**config.mk**
```make
export PLATFORM = sky130hd
export DESIGN_NAME = mem_arbiter
export DESIGN_NICKNAME = d
export VERILOG_FILES = /design/src/rtl/mem_arbiter.sv
export SDC_FILE = /design/constraint.sdc
export NUM_CORES = 1
export LEC_CHECK = 0
export CAP_MARGIN = 0
export CORE_ASPECT_RATIO = 0.75
export CORE_MARGIN = 3
export CORE_UTILIZATION = 25
export DETAILED_ROUTE_END_ITERATION = 7
export GPL_TIMING_DRIVEN = 1
export PLACE_DENSITY = 0.61
export SLEW_MARGIN = 10
export SYNTH_ARGS = -nofsm -noshare
export SYNTH_HDL_FRONTEND = slang
export SYNTH_SLANG_ARGS = --single-unit
```
**constraint.sdc**
```tcl
create_clock -name clk -period 1.3 [get_ports clk]
set_input_delay 0.13 -clock clk [delete_from_list [all_inputs] [get_ports clk]]
set_output_delay 0.13 -clock clk [all_outputs]
set_load 0.005 [all_outputs]
```
**src/rtl/mem_arbiter.sv**
```systemverilog
// ----------------------------------------------------------------------------
// mem_arbiter
//
// Shares one external single-port SRAM between the instruction fetch path
// (read-only) and the memory stage (read/write). Each access is a fixed
// multi-cycle transaction of WAIT_CYCLES SRAM cycles followed by a one-cycle
// completion pulse. While either requester is waiting, freeze stalls the
// pipeline.
//
// Parameters:
//   ADDR_W       requester byte-address width
//   SRAM_ADDR_W  SRAM word-address width
//   WAIT_CYCLES  SRAM access cycles per transaction (>= 1)
//
// Ports:
//   clk, rst              system clock (rising edge), synchronous active-high reset
//   if_req/if_addr        fetch read request and byte address
//   if_rdata/if_ready     fetched word (registered) and completion pulse
//   mem_r_en/mem_w_en     memory-stage read / write request
//   mem_addr/mem_wdata    memory-stage byte address and store data
//   mem_rdata/mem_ready   load data (registered) and completion pulse
//   sram_addr/sram_wdata  SRAM word address and write data
//   sram_we               SRAM write enable, active high
//   sram_rdata            SRAM read data, combinational from sram_addr
//   freeze                pipeline stall
// ----------------------------------------------------------------------------
module mem_arbiter #(
    parameter int ADDR_W      = 32,
    parameter int SRAM_ADDR_W = 16,
    parameter int WAIT_CYCLES = 3
) (
    input  logic                   clk,
    input  logic                   rst,

    input  logic                   if_req,
    input  logic [ADDR_W-1:0]      if_addr,
    output logic [31:0]            if_rdata,
    output logic                   if_ready,

    input  logic                   mem_r_en,
    input  logic                   mem_w_en,
    input  logic [ADDR_W-1:0]      mem_addr,
    input  logic [31:0]            mem_wdata,
    output logic [31:0]            mem_rdata,
    output logic                   mem_ready,

    output logic [SRAM_ADDR_W-1:0] sram_addr,
    output logic [31:0]            sram_wdata,
    output logic                   sram_we,
    input  logic [31:0]            sram_rdata,

    output logic                   freeze
);

    localparam int CNT_W = (WAIT_CYCLES > 1) ? $clog2(WAIT_CYCLES) : 1;
    localparam logic [CNT_W-1:0] CNT_LAST = CNT_W'(WAIT_CYCLES - 1);

    typedef enum logic [1:0] {
        IDLE,
        ACCESS,
        DONE
    } state_t;

    typedef enum logic {
        OWN_IF,
        OWN_MEM
    } owner_t;

    state_t           state;
    owner_t           owner;
    owner_t           last_owner;
    logic             is_write;
    logic [CNT_W-1:0] cnt;

    logic mem_pend;
    logic if_pend;
    logic grant_mem;

    assign mem_pend = mem_r_en | mem_w_en;
    assign if_pend  = if_req;

    // MEM wins when it is the only requester, or on contention when IF
    // owned the previous transaction (round-robin).
    assign grant_mem = mem_pend & (~if_pend | (last_owner == OWN_IF));

    assign freeze = (if_req & ~if_ready) | (mem_pend & ~mem_ready);

    // Word addressing drops the byte-offset bits and everything above the
    // SRAM range, so requester addresses wrap modulo the SRAM size.
    logic unused_addr_bits;
    assign unused_addr_bits = ^{if_addr[ADDR_W-1:SRAM_ADDR_W+2], if_addr[1:0],
                                mem_addr[ADDR_W-1:SRAM_ADDR_W+2], mem_addr[1:0]};

    always_ff @(posedge clk) begin
        if (rst) begin
            state      <= IDLE;
            owner      <= OWN_MEM;
            last_owner <= OWN_MEM;
            is_write   <= 1'b0;
            cnt        <= '0;
            if_rdata   <= '0;
            mem_rdata  <= '0;
            if_ready   <= 1'b0;
            mem_ready  <= 1'b0;
            sram_addr  <= '0;
            sram_wdata <= '0;
            sram_we    <= 1'b0;
        end else begin
            // Ready outputs are single-cycle pulses.
            if_ready  <= 1'b0;
            mem_ready <= 1'b0;

            case (state)
                IDLE: begin
                    sram_we <= 1'b0;
                    if (mem_pend | if_pend) begin
                        state <= ACCESS;
                        cnt   <= '0;
                        if (grant_mem) begin
                            owner      <= OWN_MEM;
                            // Simultaneous read and write is treated as a write.
                            is_write   <= mem_w_en;
                            sram_we    <= mem_w_en;
                            sram_addr  <= mem_addr[SRAM_ADDR_W+1:2];
                            sram_wdata <= mem_wdata;
                        end else begin
                            owner      <= OWN_IF;
                            is_write   <= 1'b0;
                            sram_we    <= 1'b0;
                            sram_addr  <= if_addr[SRAM_ADDR_W+1:2];
                        end
                    end
                end

                ACCESS: begin
                    cnt <= cnt + 1'b1;
                    if (cnt == CNT_LAST) begin
                        // Last SRAM cycle: capture read data and raise the
                        // owner's ready so it is visible in DONE.
                        state   <= DONE;
                        sram_we <= 1'b0;
                        if (owner == OWN_MEM) begin
                            mem_ready <= 1'b1;
                            if (!is_write) begin
                                mem_rdata <= sram_rdata;
                            end
                        end else begin
                            if_ready <= 1'b1;
                            if_rdata <= sram_rdata;
                        end
                    end
                end

                DONE: begin
                    sram_we    <= 1'b0;
                    last_owner <= owner;
                    state      <= IDLE;
                end

                default: begin
                    state   <= IDLE;
                    sram_we <= 1'b0;
                end
            endcase
        end
    end

endmodule

```
==> impl_results.md <==
- GR Overflow Total: 0
- Worst-margin pin slew: 0.298 ns
- N_diodes: 0
- Routed WL: 18.0 mm
- Placed Area: 7510 sq um
- Post-synthesis register bit count: 122
- DRC viols: 0
- WL met2: 7.75 mm
- Final slew viol count: 0
- RSZ-0062 raised after global routing: yes
- Final worst path period need: 1.33 ns
- Startpoint Class: flip-flop
- 1st-iter DRT viols: 302
- Synthesized instance count: 572
- Wire per inst: 17.0 um
- Max IR drop VDD: 0.000577 V
- Detail Route Antenna Nets: 0
- Vias in the first global route: 4939
- Gr usage total: 16.4%
- Die Wd: 166 um
- Post-synth top area cell: dfxtp_1
- Max Cap Viol: 0
- Critical path class: reg -> reg
- Worst Reg-to-Reg Cells: 7
- Failing checks: negative setup slack
- Routed vias: 5016
- Vias/cell: 4.75
- M1 WL: 8.70 mm
- Worst hold-check path type: in -> reg
- Final #Nets: 931
- Area grow syn2layout: 74.1%
- Top Layer Used: met4
- Post-synth top cells: 122 x dfxtp_1, 107 x a21oi_1, 98 x nand2_1
- Worst-Skew Late Latency: 0.41 ns
- Dominant cell by count in the synthesized netlist: dfxtp_1
- DIE HEIGHT: 126 um
- Slew HR: 80.1%
- Yosys cell types: 34
- # rows: 43
- Arrival @ worst endpoint: 1.67 ns
- Layout fillers: 1855
- TritonCTS Sinks: 122
- Pre-CTS setup slack: -0.331 ns
- Worst-path fanout max: 8
- Layout cell share with drive strength beyond 1: 18.3%
- DR pass1 iterations: 4
- Layout Cells excl Fill: 1055
- Status: finished with violations
- CTS Root Cell: clkbuf_16
- Syn. warnings: 0
- Ys async rst share: 0%
- Die ar.: 20900 sq um
- Met3 routed WL: 1.36 mm
- Final Hold Fails: 0
- Clk buf depth: 2
- Core Area: 18700 sq um
- Seq/Total Area, Yosys: 51.0%
- Synth Flop Type: dfxtp_1
- Max H-tree Level: 4
- Pwr dens: 1210 nW/um^2
- Largest net degree at the start of global routing: 52
- I/O Buffers: 216
- Net Count, Synth: 706
- Final WS setup: -0.0344 ns
- Top cell type's share of synthesized area: 51.0%
- Worst-case clock skew: 0.0102 ns
- RD Place Congestion: 0.784
- Final Cell Area: 8350 sq um
- Crit end category: flip-flop
- Initial antenna violation count: 0
- Global-route wire length before repair: 27.6 mm
- Hold path cells: 2
- Worst path required time: 1.64 ns
- Endpoints failing setup: 34
- Initial Util: 25.7%
- EDFF count, synth: 0
- Avg Cell Area, Syn: 8.38 sq um
- Synthesized area: 4790 sq um
- Leakage power: 3.47 nW
- Number of buffers created by CTS: 17
- Synth top area cells: dfxtp_1 51%, a21oi_1 11%, nand2_1 7.7%, nand3_1 6.8%, o21ai_1 6.6%
- CTS tree: done
- Detailed placement HPWL: 11.2 mm
- Placed Instances: 1013
- Total Power: 10.1 mW
- Clock Pin Slew Worst Setup and Hold Paths: 0.06 ns
- Peak Freq: 749 MHz
- I/O Pins: 249
- Hold_ws: 0.102 ns
- Period utilization: 103%
==> power breakdown <==
part	internal [mW]	switching, mW	leakage [nW]
logic	0.781	0.711	2.20
clock network	2.95	1.70	0.271
registers	3.89	0.0797	0.996
total	7.62	2.49	3.47
==> critical path, stage by stage (launching register included) <==
cell       delay (ns)
dfxtp_2          0.32
inv_2            0.07
ha_4             0.16
and4bb_4         0.27
buf_12           0.13
clkbuf_16        0.16
nand2_1          0.05
a21oi_1          0.11
==> state kept, by name, indices dropped and copies added, names as in the netlist <==
signal and count:
sram_wdata 32, if_ready 1, last_owner 1, state 2, owner 1, if_rdata 32, mem_ready 1, sram_we 1
is_write 1, sram_addr 16, cnt 2, mem_rdata 32
==> layout make-up <==
| class | count | area (sq um) | area share [%] |
|---|---|---|---|
| Clock buffer | 23 | 478 | 5.73 |
| Clock inverter | 7 | 92.6 | 1.11 |
| Inverter | 2 | 7.51 | 0.0900 |
| Multi-Input combinational cell | 391 | 2270 | 27.2 |
| Sequential cell | 122 | 2460 | 29.4 |
| Tap cell | 247 | 309 | 3.70 |
| Timing Repair Buffer | 263 | 2730 | 32.7 |
==> timing repair <==
item | CTS | global route
buffers inserted | 4 | 3
gates resized for setup | 161 | 24
gates cloned | 2 | 4
setup endpoints to repair | 203 | 66
pin swaps | 17 | 13
hold buffers | 0 | 0
==> cell usage in the layout, fill, tap and decap left out, types with 2 or more instances in the layout <==
master,synthesis,final
a21oi_1,107,89
a21oi_2,10,28
a311oi_1,8,8
a311oi_2,8,8
buf_12,0,22
buf_4,3,19
buf_6,3,3
bufinv_16,0,2
clkbuf_1,25,3
clkbuf_16,0,20
clkbuf_8,0,3
clkdlybuf4s50_1,0,98
clkinv_2,0,2
clkinvlp_4,0,3
dfxtp_1,122,111
dfxtp_2,0,11
dlygate4sd2_1,0,115
nand2_1,98,87
nand2_2,0,3
nand2_4,0,8
nand2b_1,4,4
nand3_1,65,65
nand3b_1,2,2
nor2_1,3,3
nor2_4,1,2
nor2b_1,4,3
o211ai_1,2,2
o21ai_1,63,62
o21ai_2,0,3
==> metrics by stage <==
| step | util [%] | setup TNS [ns] |
|---|---|---|
| floorplan | - | -0.175 |
| global placement | 40.2 | -19.79 |
| detailed placement | 40.2 | -21.23 |
| CTS | 43.8 | -1.33 |
| global route | 44.7 | -4.86 |
| finish | 44.7 | -0.603 |
==> kinds of logic (layout without fill, tap and decap cells) <==
group | Yosys count | in the layout | synth area share [%]
DFF | 122 | 122 | 51.0
AOI/OAI and AO/OA | 205 | 205 | 25.1
and+or+nand+nor | 185 | 185 | 17.7
buffers and inverters | 59 | 295 | 6.00
adders and majority gates | 1 | 1 | 0.261
==> per-layer routing <==
metal | vias up | track usage (%)
met5 | - | 0
met2 | 171 | 24.7
met4 | 0 | 4.21
met1 | 2364 | 22.2
li1 | 2465 | -
met3 | 16 | 6.18
==> final timing paths <==
check / from / end / slack, ns
max: cnt[0]$_SDFFE_PP0P_ / if_rdata[13]$_SDFFE_PP0P_ / -0.03
min: rst / sram_addr[11]$_SDFFE_PP0P_ / 0.10
max reg2reg: cnt[0]$_SDFFE_PP0P_ / if_rdata[13]$_SDFFE_PP0P_ / -0.03
min reg2reg: if_rdata[13]$_SDFFE_PP0P_ / if_rdata[13]$_SDFFE_PP0P_ / 0.45
(Power assumes the default switching activity.)
